[config.mk]
export PLATFORM = sky130hd
export DESIGN_NAME = pc_redirect_unit
export DESIGN_NICKNAME = d
export VERILOG_FILES = /design/src/rtl/pc_redirect_unit.sv
export SDC_FILE = /design/constraint.sdc
export NUM_CORES = 1
export LEC_CHECK = 0
export ABC_AREA = 0
export BUFFER_PORTS_ARGS = -buffer_cell sky130_fd_sc_hd__buf_2
export CORE_AREA = 2 2 44 46
export DETAILED_ROUTE_END_ITERATION = 8
export DIE_AREA = 0 0 46 48
export PLACE_DENSITY = 0.75
export SYNTH_ARGS = -nofsm -noshare
export SYNTH_HDL_FRONTEND = slang
export SYNTH_SLANG_ARGS = --single-unit
[constraint.sdc]
create_clock -name clk -period 3.55 [get_ports clk]
set_input_delay 0 -clock clk [delete_from_list [all_inputs] [get_ports clk]]
set_output_delay 0 -clock clk [all_outputs]
set_load 0.05 [all_outputs]
[src/rtl/pc_redirect_unit.sv]
// Fetch PC owner: applies branch-unit redirects, produces the wrong-path flush and traps misaligned targets.
// Optional BRANCH_STATS_EN adds saturating redirect_cnt / ignored_cnt counters.
module pc_redirect_unit #(
  parameter int PC_W         = 9,
  parameter int RESET_PC     = 0,
  parameter int TRAP_PC      = 'h1FC,
  parameter int FLUSH_CYCLES = 2
) (
  input  logic            clk,
  input  logic            reset_n,
  input  logic            stall,
  input  logic            PcSel,
  input  logic [31:0]     BrPC,
  output logic [PC_W-1:0] Cur_PC,
  output logic            flush,
  output logic            misalign_err,
`ifdef BRANCH_STATS_EN
  output logic [31:0]     redirect_cnt,
  output logic [31:0]     ignored_cnt,
`endif
  output logic            in_shadow
);

  typedef enum logic {RUN, SHADOW} state_t;

  state_t     state;
  logic [2:0] cnt;
  logic       accept, misaligned;
  logic       unused_br;

  assign accept     = PcSel && (state == RUN);
  assign misaligned = (BrPC[1:0] != 2'b00);
  assign unused_br  = ^BrPC[31:PC_W];

  // Flush depends on PcSel and state only; stall never reaches it.
  assign flush     = accept || (state == SHADOW);
  assign in_shadow = (state == SHADOW);

  always_ff @(posedge clk or negedge reset_n) begin
    if (!reset_n) begin
      Cur_PC       <= PC_W'(RESET_PC);
      state        <= RUN;
      cnt          <= 3'd0;
      misalign_err <= 1'b0;
    end else begin
      misalign_err <= accept && misaligned;
      if (accept) begin
        Cur_PC <= misaligned ? PC_W'(TRAP_PC) : BrPC[PC_W-1:0];
        if (FLUSH_CYCLES > 1) begin
          state <= SHADOW;
          cnt   <= 3'(FLUSH_CYCLES - 1);
        end
      end else begin
        if (!stall)
          Cur_PC <= Cur_PC + PC_W'(4);
        // Shadow countdown runs even while stalled.
        if (state == SHADOW) begin
          cnt <= cnt - 3'd1;
          if (cnt == 3'd1)
            state <= RUN;
        end
      end
    end
  end

`ifdef BRANCH_STATS_EN
  always_ff @(posedge clk or negedge reset_n) begin
    if (!reset_n) begin
      redirect_cnt <= 32'd0;
      ignored_cnt  <= 32'd0;
    end else begin
      if (accept && redirect_cnt != 32'hFFFF_FFFF)
        redirect_cnt <= redirect_cnt + 32'd1;
      if (PcSel && state == SHADOW && ignored_cnt != 32'hFFFF_FFFF)
        ignored_cnt <= ignored_cnt + 32'd1;
    end
  end
`endif

endmodule

==> results of run 1 <==
cell type report:
cell class                 instances  area [um2]  share of cell area, %
inverter                           5       18.77                  2.016
timing repair buffer              34       220.2                  23.66
multi-input combinational         45       284.0                  30.51
sequential                        14       350.3                  37.63
clock buffer                       4       36.28                  3.898
tap                               17       21.27                  2.285
where the power goes:
group	total, mW	internal [mW]	switching (mW)	leakage (nW)
registers	0.283	0.222	0.0604	0.164
logic	0.406	0.131	0.275	0.264
clock network	0.113	0.0624	0.0507	0.0210
total	0.802	0.416	0.386	0.449
through the flow:
step,cell area (um2),util [%],hold WS (ps)
global placement,794.5,47.04,-88.81
CTS,930.9,55.11,23.42
finish,930.9,55.11,29.46
global route,930.9,55.11,72.43
detailed placement,794.5,47.04,-83.34
floorplan,658.1,-,-295.6
worst paths after layout:
| path | start | endpoint | slack [ps] |
|---|---|---|---|
| max | in_shadow$_DFF_PN0_ | Cur_PC[8]$_DFFE_PN0P_ | 2060 |
| min | PcSel | cnt[0]$_DFFE_PN0P_ | 30 |
| max reg2reg | in_shadow$_DFF_PN0_ | Cur_PC[8]$_DFFE_PN0P_ | 2060 |
| min reg2reg | Cur_PC[0]$_DFFE_PN0P_ | Cur_PC[0]$_DFFE_PN0P_ | 490 |
| max in group asynchronous | reset_n | misalign_err$_DFF_PN0_ | 3180 |
| min in group asynchronous | reset_n | Cur_PC[8]$_DFFE_PN0P_ | 130 |
registers in the layout, summed over array words and instances, names as in the netlist:
| register | flops |
|---|---|
| in_shadow | 1 |
| cnt | 3 |
| misalign_err | 1 |
| Cur_PC | 9 |
layer usage:
layer  GRT usage [%]  wire length [um]  up-vias
li1                -                 -      297
met1           17.30               603      281
met2           25.00               657       19
met3           5.660                86        5
met4           6.857                23        0
met5               0                 0        -
cells by family (layout without fill, tap and decap cells):
kind of cell | Yosys count | in the layout | share of synthesized area, %
AO/OA/AOI/OAI | 13 | 13 | 10.84
AND/OR/NAND/NOR | 23 | 23 | 18.44
buffers and inverters | 6 | 43 | 3.612
flip-flops | 14 | 14 | 53.23
multiplexers | 1 | 1 | 1.521
XOR/XNOR | 5 | 5 | 6.655
adder cells (fa/ha/maj) | 3 | 3 | 5.704
synthesized netlist by cell type:
master	count	area (um2)
sky130_fd_sc_hd__inv_1	5	18.77
sky130_fd_sc_hd__xnor2_1	2	17.52
sky130_fd_sc_hd__nand4b_1	2	17.52
sky130_fd_sc_hd__nor2b_1	1	6.260
sky130_fd_sc_hd__nand3_1	1	5.000
sky130_fd_sc_hd__a21oi_1	6	30.03
sky130_fd_sc_hd__or3_1	2	12.51
sky130_fd_sc_hd__o22ai_1	2	12.51
sky130_fd_sc_hd__nor2_1	10	37.54
sky130_fd_sc_hd__nand3b_1	1	7.510
sky130_fd_sc_hd__ha_1	3	37.54
sky130_fd_sc_hd__dfrtp_1	14	350.3
sky130_fd_sc_hd__nand2_1	2	7.510
sky130_fd_sc_hd__a31oi_1	3	18.77
sky130_fd_sc_hd__and2_1	2	12.51
sky130_fd_sc_hd__or4b_1	1	10.01
sky130_fd_sc_hd__nor3_1	1	5.000
sky130_fd_sc_hd__xor2_1	3	26.28
sky130_fd_sc_hd__o21ai_0	2	10.01
sky130_fd_sc_hd__clkbuf_2	1	5.000
sky130_fd_sc_hd__mux2i_1	1	10.01
worst register-to-register path, delay by kind of cell (launching register included):
kind             cells  cell delay [ps]
flip-flops           1              450
AND/OR/NAND/NOR      2              860
AO/OA/AOI/OAI        1               60
cells in the final DEF (no fill, tap or decap):
cell | Yosys | layout
sky130_fd_sc_hd__and2_1 | 2 | 2
sky130_fd_sc_hd__nor2_1 | 10 | 10
sky130_fd_sc_hd__or4b_1 | 1 | 1
sky130_fd_sc_hd__xnor2_1 | 2 | 2
sky130_fd_sc_hd__mux2i_1 | 1 | 1
sky130_fd_sc_hd__nand2_1 | 2 | 2
sky130_fd_sc_hd__clkbuf_4 | 0 | 3
sky130_fd_sc_hd__ha_1 | 3 | 3
sky130_fd_sc_hd__clkbuf_8 | 0 | 1
sky130_fd_sc_hd__a31oi_1 | 3 | 3
sky130_fd_sc_hd__o22ai_1 | 2 | 2
sky130_fd_sc_hd__nand4b_1 | 2 | 2
sky130_fd_sc_hd__dfrtp_1 | 14 | 14
sky130_fd_sc_hd__nand3b_1 | 1 | 1
sky130_fd_sc_hd__nor3_1 | 1 | 1
sky130_fd_sc_hd__buf_2 | 0 | 24
sky130_fd_sc_hd__nand3_1 | 1 | 1
sky130_fd_sc_hd__dlygate4sd3_1 | 0 | 10
sky130_fd_sc_hd__inv_1 | 5 | 5
sky130_fd_sc_hd__o21ai_0 | 2 | 2
sky130_fd_sc_hd__a21oi_1 | 6 | 6
sky130_fd_sc_hd__nor2b_1 | 1 | 1
sky130_fd_sc_hd__xor2_1 | 3 | 3
sky130_fd_sc_hd__or3_1 | 2 | 2
==> summary.md, run 1 <==
| Metric | Value |
|---|---|
| Status | complete, no violations |
| Worst slack at placement | 2088 ps |
| Die area | 2208 um2 |
| Number of fill cells in the layout | 170 |
| Initial Utilization | 38.96% |
| Cell Rows | 15 |
| Count of yosys warnings during synthesis | 0 |
| First-pass GRT wire length | 2270 um |
| Number of global-route vias before repair | 537 |
| TritonCTS clock tree | done |
| Number of top-level design ports | 48 |
| Average wire per cell in the routed design | 11.51 um |
| Fmax | 672.2 MHz |
| Cts bufs inserted | 3 |
| Path type of the worst min-delay path | input port to flop |
| Critical Path Start Type | flop |
| Initial antenna violation count | 0 |
| Length in cells of the worst reg-to-reg path | 3 |
| Skew-Pair Late Insertion Delay | 280 ps |
| Crit path arrival time | 1640 ps |
| Die width | 46 um |
| Cell variety after synth | 21 |
| Vertical die dimension | 48 um |
| Crit share post-route | 41.90% |
| Final sum of negative setup slack | 0 ps |
| Post-CTS setup buffer count | 0 |
| CTS max path bufs | 2 |
| Number of nets with antenna violations after routing | 0 |
| Ordered list of cells on the worst path | or4b_1, nor2_1, a31oi_1 |
| # H-tree levels | 1 |
| Number of buffer and inverter instances along the worst setup path | 0 |
| Total number of vias | 602 |
| TritonCTS sink count | 14 |
| GR Util All Layers | 15.06% |
| Post-detailed-route via-to-cell ratio | 5.059 |
| Slew at the pin closest to its max-slew limit | 329.3 ps |
| Routability congestion estimate from global placement | 0.7140 |
| Slowest cell on the critical path | sky130_fd_sc_hd__or4b_1 |
| Max-slew violation count | 0 |
| Post-Layout Cell Count | 119 |
| MaxCap Viol Count | 0 |
| Count of placed standard cells including taps | 105 |
| DRT Wirelength | 1370 um |
| Crit path largest cell delay | 700 ps |
| Crit path kind | flop to flop |
| Power after layout | 802.3 uW |
| Worst Setup Slack, final | 2062 ps |
| Combined area of all synthesized cells | 658.1 um2 |
| Number of hold-repair buffers added at the cts stage | 10 |
| Layout cells sized above 1 | 27.45% |
| Maximum VDD drop | 0.4172 mV |
| CTS Root Buffer Type | sky130_fd_sc_hd__clkbuf_4 |
| Placed wire-length estimate after detailed placement | 995.1 um |
| Worst-path maximum fanout | 7 |
| Mean cell area of the mapped netlist | 10.13 um2 |
| Clock transition at path regs | 80 ps |
| Number of gates on the worst path with buffers counted | 3 |
| Largest net degree at the start of global routing | 15 |
| Post-cts gate resize count | 0 |
| Gate family responsible for the most delay along the worst path | simple AND/OR/NAND/NOR gates |
| Final Net Count | 142 |
| Net count after synthesis | 104 |
| Initial detailed-routing violation count | 4 |
| Max-slew headroom | 77.99% |
| FF+latch count, synth | 14 |
| Synth-to-layout area growth | 41.44% |
| Number of antenna diodes | 0 |
| Number of setup violations in the final report | 0 |
| Pre-antenna DRT Iters | 2 |
| Kind of end point of the critical path | flop |
| Min cycle time layout | 1488 ps |
| Post-detailed-route DRC marker count | 0 |
| Core area | 1689 um2 |
| Congestion Overflow GR | 0 |
| Power density cells | 861.9 nW/um2 |
| Critical path data required time | 3700 ps |
| Gate count after technology mapping | 65 |
| Final clock skew | 4.091 ps |
| Final hold viol count | 0 |
| Count of cells along the worst hold path | 3 |
| Buffers on Ports | 24 |
| RSZ-0062 raised after global routing | no |
| Pleak | 0.4487 nW |
| Sequential-to-total area share from yosys stat | 53.23% |
Power figures use the tool's default switching activity.
==> run 2: changes to the inputs <==
Settings changed: ABC_AREA 0 to 1, CORE_AREA 2 2 44 46 to 2 2 50 52, DIE_AREA 0 0 46 48 to 0 0 52 54, PLACE_DENSITY 0.75 to 0.7.
Clock period 3.55 ns to 1.25 ns, I/O delays scaled along.
==> summary.md, run 2 <==
| Metric | Value |
|---|---|
| Status | complete, no violations |
| Initial detailed-routing violation count | 22 (+18) |
| Congestion Overflow GR | 0 (unchanged) |
| Pleak | 0.5685 nW (+27%) |
| CTS max path bufs | 2 (unchanged) |
| Gate count after technology mapping | 104 (+60%) |
| Fmax | 859.5 MHz (+28%) |
| Final clock skew | 15.28 ps (+11.19 ps) |
| Min cycle time layout | 1163 ps (-324.1 ps) |
| Share of power burned in combinational logic | 53.7% (+3.0 points) |
| Number of top-level design ports | 48 (unchanged) |
| Clock network fraction of design power | 12.8% (-1.3 points) |
| Critical path data required time | 1420 ps (-2280 ps) |
| Most flops, register | Cur_PC |
| Die area | 2808 um2 (+27%) |
| Crit path arrival time | 1330 ps (-310 ps) |
| Total number of vias | 758 (+26%) |
| Number of flip-flops in the largest register | 9 (unchanged) |
| Net count after synthesis | 143 (+38%) |
| Largest net degree at the start of global routing | 15 (unchanged) |
| Slowest cell on the critical path | sky130_fd_sc_hd__dfrtp_2 |
| Most frequent cell after synthesis | sky130_fd_sc_hd__nand2_1 |
| Number of synthesized flops with an enable pin | 0 (unchanged) |
| Final Net Count | 175 (+23%) |
| Crit path kind | flop to flop |
| Placed wire-length estimate after detailed placement | 1318 um (+32%) |
| GR Util All Layers | 13.73% (-1.3 points) |
| Async set-reset flop share out of synthesis | 100.0% (unchanged) |
| Vertical die dimension | 54 um (+13%) |
| TritonCTS clock tree | done |
| Cell variety after synth | 21 (unchanged) |
| Post-detailed-route via-to-cell ratio | 4.594 (-9.2%) |
| CTS Root Buffer Type | sky130_fd_sc_hd__clkbuf_4 |
| Clock transition at path regs | 100 ps (+20 ps) |
| Net switching component of the power | 1.328 mW (+240%) |
| Skew-Pair Late Insertion Delay | 290 ps (about the same) |
| Core area | 2320 um2 (+37%) |
| Layout cells sized above 1 | 37.04% (+9.6 points) |
| Power density cells | 2436 nW/um2 (+180%) |
| Initial antenna violation count | 0 (unchanged) |
| Crit path largest cell delay | 470 ps (-230 ps) |
| Ordered list of cells on the worst path | inv_2, nand2_4, nand2_4, nand3_1, inv_1, a21oi_1 |
| Pre-antenna DRT Iters | 4 (+2) |
| Count of yosys warnings during synthesis | 0 (unchanged) |
| Number of nets with antenna violations after routing | 0 (unchanged) |
| Path type of the worst min-delay path | input port to flop |
| Cell types occupying the most area after synthesis | sky130_fd_sc_hd__dfrtp_1 (43%), sky130_fd_sc_hd__nand2_1 (8.7%), sky130_fd_sc_hd__inv_1 (7.8%) |
| Sequential-to-total area share from yosys stat | 42.75% (-10 points) |
| Synth-to-layout area growth | 30.08% |
| Setup slack of the most critical reg-to-reg path | 90 ps (-1980 ps) |
| List of most frequent post-synthesis cells | sky130_fd_sc_hd__nand2_1 (19), sky130_fd_sc_hd__inv_1 (17), sky130_fd_sc_hd__dfrtp_1 (14) |
| Average wire per cell in the routed design | 10.56 um (-8.2%) |
| First-pass GRT wire length | 2794 um (+23%) |
| Maximum VDD drop | 1.244 mV (+200%) |
| Max-slew violation count | 0 (unchanged) |
| DRT Wirelength | 1743 um (+27%) |
| TritonCTS sink count | 14 (unchanged) |
| Number of global-route vias before repair | 641 (+19%) |
| Final-layout worst hold slack | 49.16 ps (+19.70 ps) |
| Number of setup violations in the final report | 0 (unchanged) |
| # H-tree levels | 1 (unchanged) |
| Final design instance area without fill | 1066 um2 (+15%) |
| Number of antenna diodes | 0 (unchanged) |
| Largest registers | Cur_PC: 9 flops, cnt: 3 flops |
| Kind of end point of the critical path | flop |
| Cts bufs inserted | 3 (unchanged) |
| Post-detailed-route DRC marker count | 0 (unchanged) |
| Worst-path maximum fanout | 13 (+6) |
| RSZ-0062 raised after global routing | no |
| Slew at the pin closest to its max-slew limit | 322.8 ps (-6.516 ps) |
| Top cell by count, worst path | sky130_fd_sc_hd__nand2_4 |
| Share of Yosys cell area claimed by the top area cell type | 42.75% (-10 points) |
| Most common flop cell mapped by yosys | sky130_fd_sc_hd__dfrtp_1 |
| Mean cell area of the mapped netlist | 7.880 um2 (-22%) |
| Switching fraction of total power | 51.13% (+3.0 points) |
| FF+latch count, synth | 14 (unchanged) |
| Initial Utilization | 35.33% (-3.6 points) |
| Routability congestion estimate from global placement | 0.7849 (+9.9%) |
| Crit share post-route | 93.08% (+51 points) |
| Most used cells in the layout excluding fill and tap cells | sky130_fd_sc_hd__buf_2 (24), sky130_fd_sc_hd__nand2_1 (18), sky130_fd_sc_hd__inv_1 (17) |
| Die width | 52 um (+13%) |
| Max-slew headroom | 78.48% (+0.49 points) |
| Buffers on Ports | 24 (unchanged) |
| Sequential cell fraction of total power | 33.5% (-1.7 points) |
| MaxCap Viol Count | 0 (unchanged) |
| Combined area of all synthesized cells | 819.5 um2 (+25%) |
| Final hold viol count | 0 (unchanged) |
| Cell Rows | 18 (+3) |
| Instance area after placement | 988.4 um2 (+24%) |
| Critical Path Start Type | flop |
| Most frequent standard cell in the layout excluding fill and tap cells | sky130_fd_sc_hd__buf_2 |
| Library cell with the largest summed area after synthesis | sky130_fd_sc_hd__dfrtp_1 |
| Internal Dissipation | 1.269 mW (+210%) |
## run 2: kinds of logic after synthesis
family / Yosys count / synth area share, %
AO/OA/AOI/OAI: 17 / 12.06
XOR/XNOR: 1 / 1.069
adder cells (fa/ha/maj): 3 / 4.581
AND/OR/NAND/NOR: 48 / 28.09
flip-flops: 14 / 42.75
buffers and inverters: 21 / 11.45
## run 2: what timing repair did
action | CTS | global route
resized for setup | 1 | 3
setup buffers | 0 | 1
endpoints found under the setup margin | 6 | 5
hold buffers | 2 | 0
pin swaps | 0 | 1
hold endpoints to repair | 15 | 0
## run 2: path summary, 6_finish.rpt
path / to / from / depth (start not counted)
min in group asynchronous: Cur_PC[1]$_DFFE_PN0P_ / reset_n / 2
setup reg to reg: Cur_PC[7]$_DFFE_PN0P_ / in_shadow$_DFF_PN0_ / 6
hold / removal: Cur_PC[2]$_DFFE_PN0P_ / stall / 3
hold reg to reg: Cur_PC[1]$_DFFE_PN0P_ / Cur_PC[1]$_DFFE_PN0P_ / 2
max in group asynchronous: Cur_PC[2]$_DFFE_PN0P_ / reset_n / 2
setup / recovery: Cur_PC[7]$_DFFE_PN0P_ / in_shadow$_DFF_PN0_ / 6
## run 2: through the flow
step	setup TNS [ps]	total power, mW	util (%)	worst slack, ps	std cells
4_1_cts	0	2.594	45.25	43.21	164
6_report	0	2.597	45.95	86.51	165
2_1_floorplan	0	1.925	-	8.598	104
3_5_place_dp	-11.42	2.243	42.61	-11.42	158
5_1_grt	0	2.811	45.95	0.3832	165
3_3_place_gp	-0.1356	2.207	42.61	-0.1356	158
## run 2: cell type report
class | instances | area (um2)
clock buffer | 4 | 36.28
fill | 236 | 1254
inverter | 19 | 71.32
multi-input combinational | 69 | 401.6
sequential | 14 | 356.6
tap | 30 | 37.54
timing repair buffer | 29 | 162.7
## run 2: metal layers
layer	vias to the layer above	part of all wire (%)	GRT usage [%]
met2	21	47	21.94
met1	343	46	17.55
met4	0	1.3	6.579
met5	-	0	0
li1	391	-	-
met3	3	5.0	3.056
## run 2: critical path, delay by kind of cell, from the launching register on
| family | cells | cell delay (ps) |
|---|---|---|
| compound gates | 1 | 60 |
| buf+inv | 2 | 180 |
| simple gates | 3 | 330 |
| flops | 1 | 470 |
## run 2: power by group through the flow
stage          clock network, mW  registers (mW)  logic (mW)
2_1_floorplan                  0            1.26       0.664
3_3_place_gp                   0           0.861        1.35
3_5_place_dp                   0           0.870        1.37
4_1_cts                    0.342           0.865        1.39
5_1_grt                    0.373           0.900        1.54
6_report                   0.333           0.870        1.39
==> run 3: changes to the inputs <==
Settings changed: PLACE_DENSITY 0.7 to 0.83.
==> summary.md, run 3 (same netlist as run 2, synthesis figures left out) <==
| Metric | Value |
|---|---|
| Number of global-route vias before repair | 703 (+9.7%) |
| Most flops, register | Cur_PC |
| Critical Path Start Type | flop |
| Gate family responsible for the most delay along the worst path | flip-flops |
| Post-detailed-route via-to-cell ratio | 4.524 (-1.5%) |
| Worst slack at placement | 105.8 ps (+117.2 ps) |
| First-pass GRT wire length | 2960 um (+5.9%) |
| Wire length on met1 | 723 um (-11%) |
| Crit share post-route | 94.00% (+0.92 points) |
| Clock transition at path regs | 90 ps (about the same) |
| Critical path startpoint | in_shadow$_DFF_PN0_ |
| # H-tree levels | 1 (unchanged) |
| Vertical die dimension | 54 um (unchanged) |
| Number of antenna diodes | 0 (unchanged) |
| R2R Path Start | in_shadow$_DFF_PN0_ |
| Largest registers | Cur_PC: 9 flops, cnt: 3 flops |
| Post-detailed-route DRC marker count | 0 (unchanged) |
| Most frequent standard cell in the layout excluding fill and tap cells | sky130_fd_sc_hd__buf_2 |
| Maximum VDD drop | 1.089 mV (-12%) |
| Final clock skew | 1.590 ps (-13.69 ps) |
| DRT Wirelength | 1848 um (+6.0%) |
| Ordered list of cells on the worst path | nor2_2, buf_4, o21ai_0, o21ai_0, nand2_1, o21ai_2 |
| Initial Utilization | 35.33% (unchanged) |
| Routability congestion estimate from global placement | 0.7380 (-6.0%) |
| Power density cells | 2437 nW/um2 (about the same) |
| Initial antenna violation count | 0 (unchanged) |
| Final Net Count | 174 (-0.57%) |
| Max-slew violation count | 0 (unchanged) |
| Number of fill cells in the layout | 229 (-3.0%) |
| Layout cells sized above 1 | 34.33% (-2.7 points) |
| Critical path data required time | 1460 ps (+40 ps) |
| RSZ-0062 raised after global routing | no |
| Number of buffer and inverter instances along the worst setup path | 1 (-1) |
| Synth-to-layout area growth | 26.56% |
| Launch point of the worst hold path | BrPC[7] |
| Max-slew headroom | 78.23% (-0.25 points) |
| Post-layout util | 44.71% (-1.2 points) |
| Largest net degree at the start of global routing | 15 (unchanged) |
| Cell Rows | 18 (unchanged) |
| Congestion Overflow GR | 0 (unchanged) |
| Number of top-level design ports | 48 (unchanged) |
| Pre-antenna DRT Iters | 4 (unchanged) |
| Path type of the worst min-delay path | input port to flop |
| Total number of vias | 742 (-2.1%) |
| Kind of end point of the critical path | flop |
| Cts bufs inserted | 3 (unchanged) |
| Pleak | 0.5552 nW (-2.3%) |
| Min cycle time layout | 1175 ps (+11.45 ps) |
| Most used cells in the layout excluding fill and tap cells | sky130_fd_sc_hd__buf_2 (24), sky130_fd_sc_hd__nand2_1 (19), sky130_fd_sc_hd__inv_1 (17) |
| Fmax | 851.1 MHz (-0.98%) |
| Number of flip-flops in the largest register | 9 (unchanged) |
| CTS Root Buffer Type | sky130_fd_sc_hd__clkbuf_4 |
| Worst Setup Slack, final | 75.06 ps (-11.45 ps) |
| Final sum of negative setup slack | 0 ps (unchanged) |
| Worst-path maximum fanout | 8 (-5) |
| Instance area after placement | 988.4 um2 (unchanged) |
| Number of setup violations in the final report | 0 (unchanged) |
| Power after layout | 2.528 mW (-2.6%) |
| Crit path arrival time | 1380 ps (+50 ps) |
| Placed wire-length estimate after detailed placement | 1465 um (+11%) |
| Post-CTS setup buffer count | 0 (unchanged) |
| Die area | 2808 um2 (unchanged) |
| Average wire per cell in the routed design | 11.27 um (+6.7%) |
| Slew at the pin closest to its max-slew limit | 326.5 ps (+3.681 ps) |
| Crit path kind | flop to flop |
| Top cell by count, worst path | sky130_fd_sc_hd__o21ai_0 |
| Top layer used by detailed routing | met4 |
| Buffers on Ports | 24 (unchanged) |
| Die width | 52 um (unchanged) |
| Routed length on met2 | 1003 um (+22%) |
| Core area | 2320 um2 (unchanged) |
| CTS max path bufs | 2 (unchanged) |
| Number of nets with antenna violations after routing | 0 (unchanged) |
| Detailed route wirelength on metal3 | 102 um (+16%) |
| TritonCTS sink count | 14 (unchanged) |
| Final hold viol count | 0 (unchanged) |
| Status | complete, no violations |
| Slowest cell on the critical path | sky130_fd_sc_hd__dfrtp_2 |
| GR Util All Layers | 14.49% (+0.76 points) |
| Crit path largest cell delay | 450 ps (-20 ps) |
| MaxCap Viol Count | 0 (unchanged) |
| Skew-Pair Late Insertion Delay | 280 ps (about the same) |
| Initial detailed-routing violation count | 7 (-68%) |
| Final design instance area without fill | 1037 um2 (-2.7%) |
| TritonCTS clock tree | done |
[run 3: cell type report]
class / instances / area, um2 / share of cell area [%]
inverters: 19 / 71.32 / 6.876
repair buffers: 28 / 155.1 / 14.96
multi-input cells: 69 / 390.4 / 37.64
clock buffers: 4 / 26.28 / 2.533
well taps: 30 / 37.54 / 3.619
flip-flops and latches: 14 / 356.6 / 34.38
[run 3: repair_timing]
item | CTS | global route
resized for setup | 0 | 1
hold buffers | 2 | 0
setup endpoints to repair | 0 | 1
hold endpoints to repair | 15 | 0
[run 3: stage by stage]
step                      hold WS (ps)  instances
after global placement          -87.67        158
after global routing             68.30        164
after floorplan                 -295.6        104
after detailed placement        -82.48        158
final                            69.70        164
after CTS                        67.68        164
[run 3: layer usage]
metal | vias to the layer above | GRT usage, %
li1 | 385 | -
met1 | 336 | 15.15
met2 | 19 | 28.48
met3 | 2 | 3.611
met4 | 0 | 3.947
met5 | - | 0
[run 3: worst paths after layout]
path / slack (ps) / endpoint / depth (start not counted)
setup reg to reg: 80 / Cur_PC[2]$_DFFE_PN0P_ / 6
max in group asynchronous: 840 / Cur_PC[4]$_DFFE_PN0P_ / 2
hold reg to reg: 490 / cnt[2]$_DFFE_PN0P_ / 1
hold / removal: 70 / Cur_PC[7]$_DFFE_PN0P_ / 5
setup / recovery: 80 / Cur_PC[2]$_DFFE_PN0P_ / 6
min in group asynchronous: 140 / misalign_err$_DFF_PN0_ / 2
[run 3: power by group]
group	total (mW)	switching, mW	internal [mW]
logic	1.40	0.960	0.437
clock network	0.273	0.149	0.124
registers	0.858	0.215	0.643
[run 3: worst reg2reg max path, stage by stage (launching register included)]
cell and delay, ps:
sky130_fd_sc_hd__dfrtp_2 450, sky130_fd_sc_hd__nor2_2 160, sky130_fd_sc_hd__buf_4 160, sky130_fd_sc_hd__o21ai_0 90
sky130_fd_sc_hd__o21ai_0 90, sky130_fd_sc_hd__nand2_1 90, sky130_fd_sc_hd__o21ai_2 60
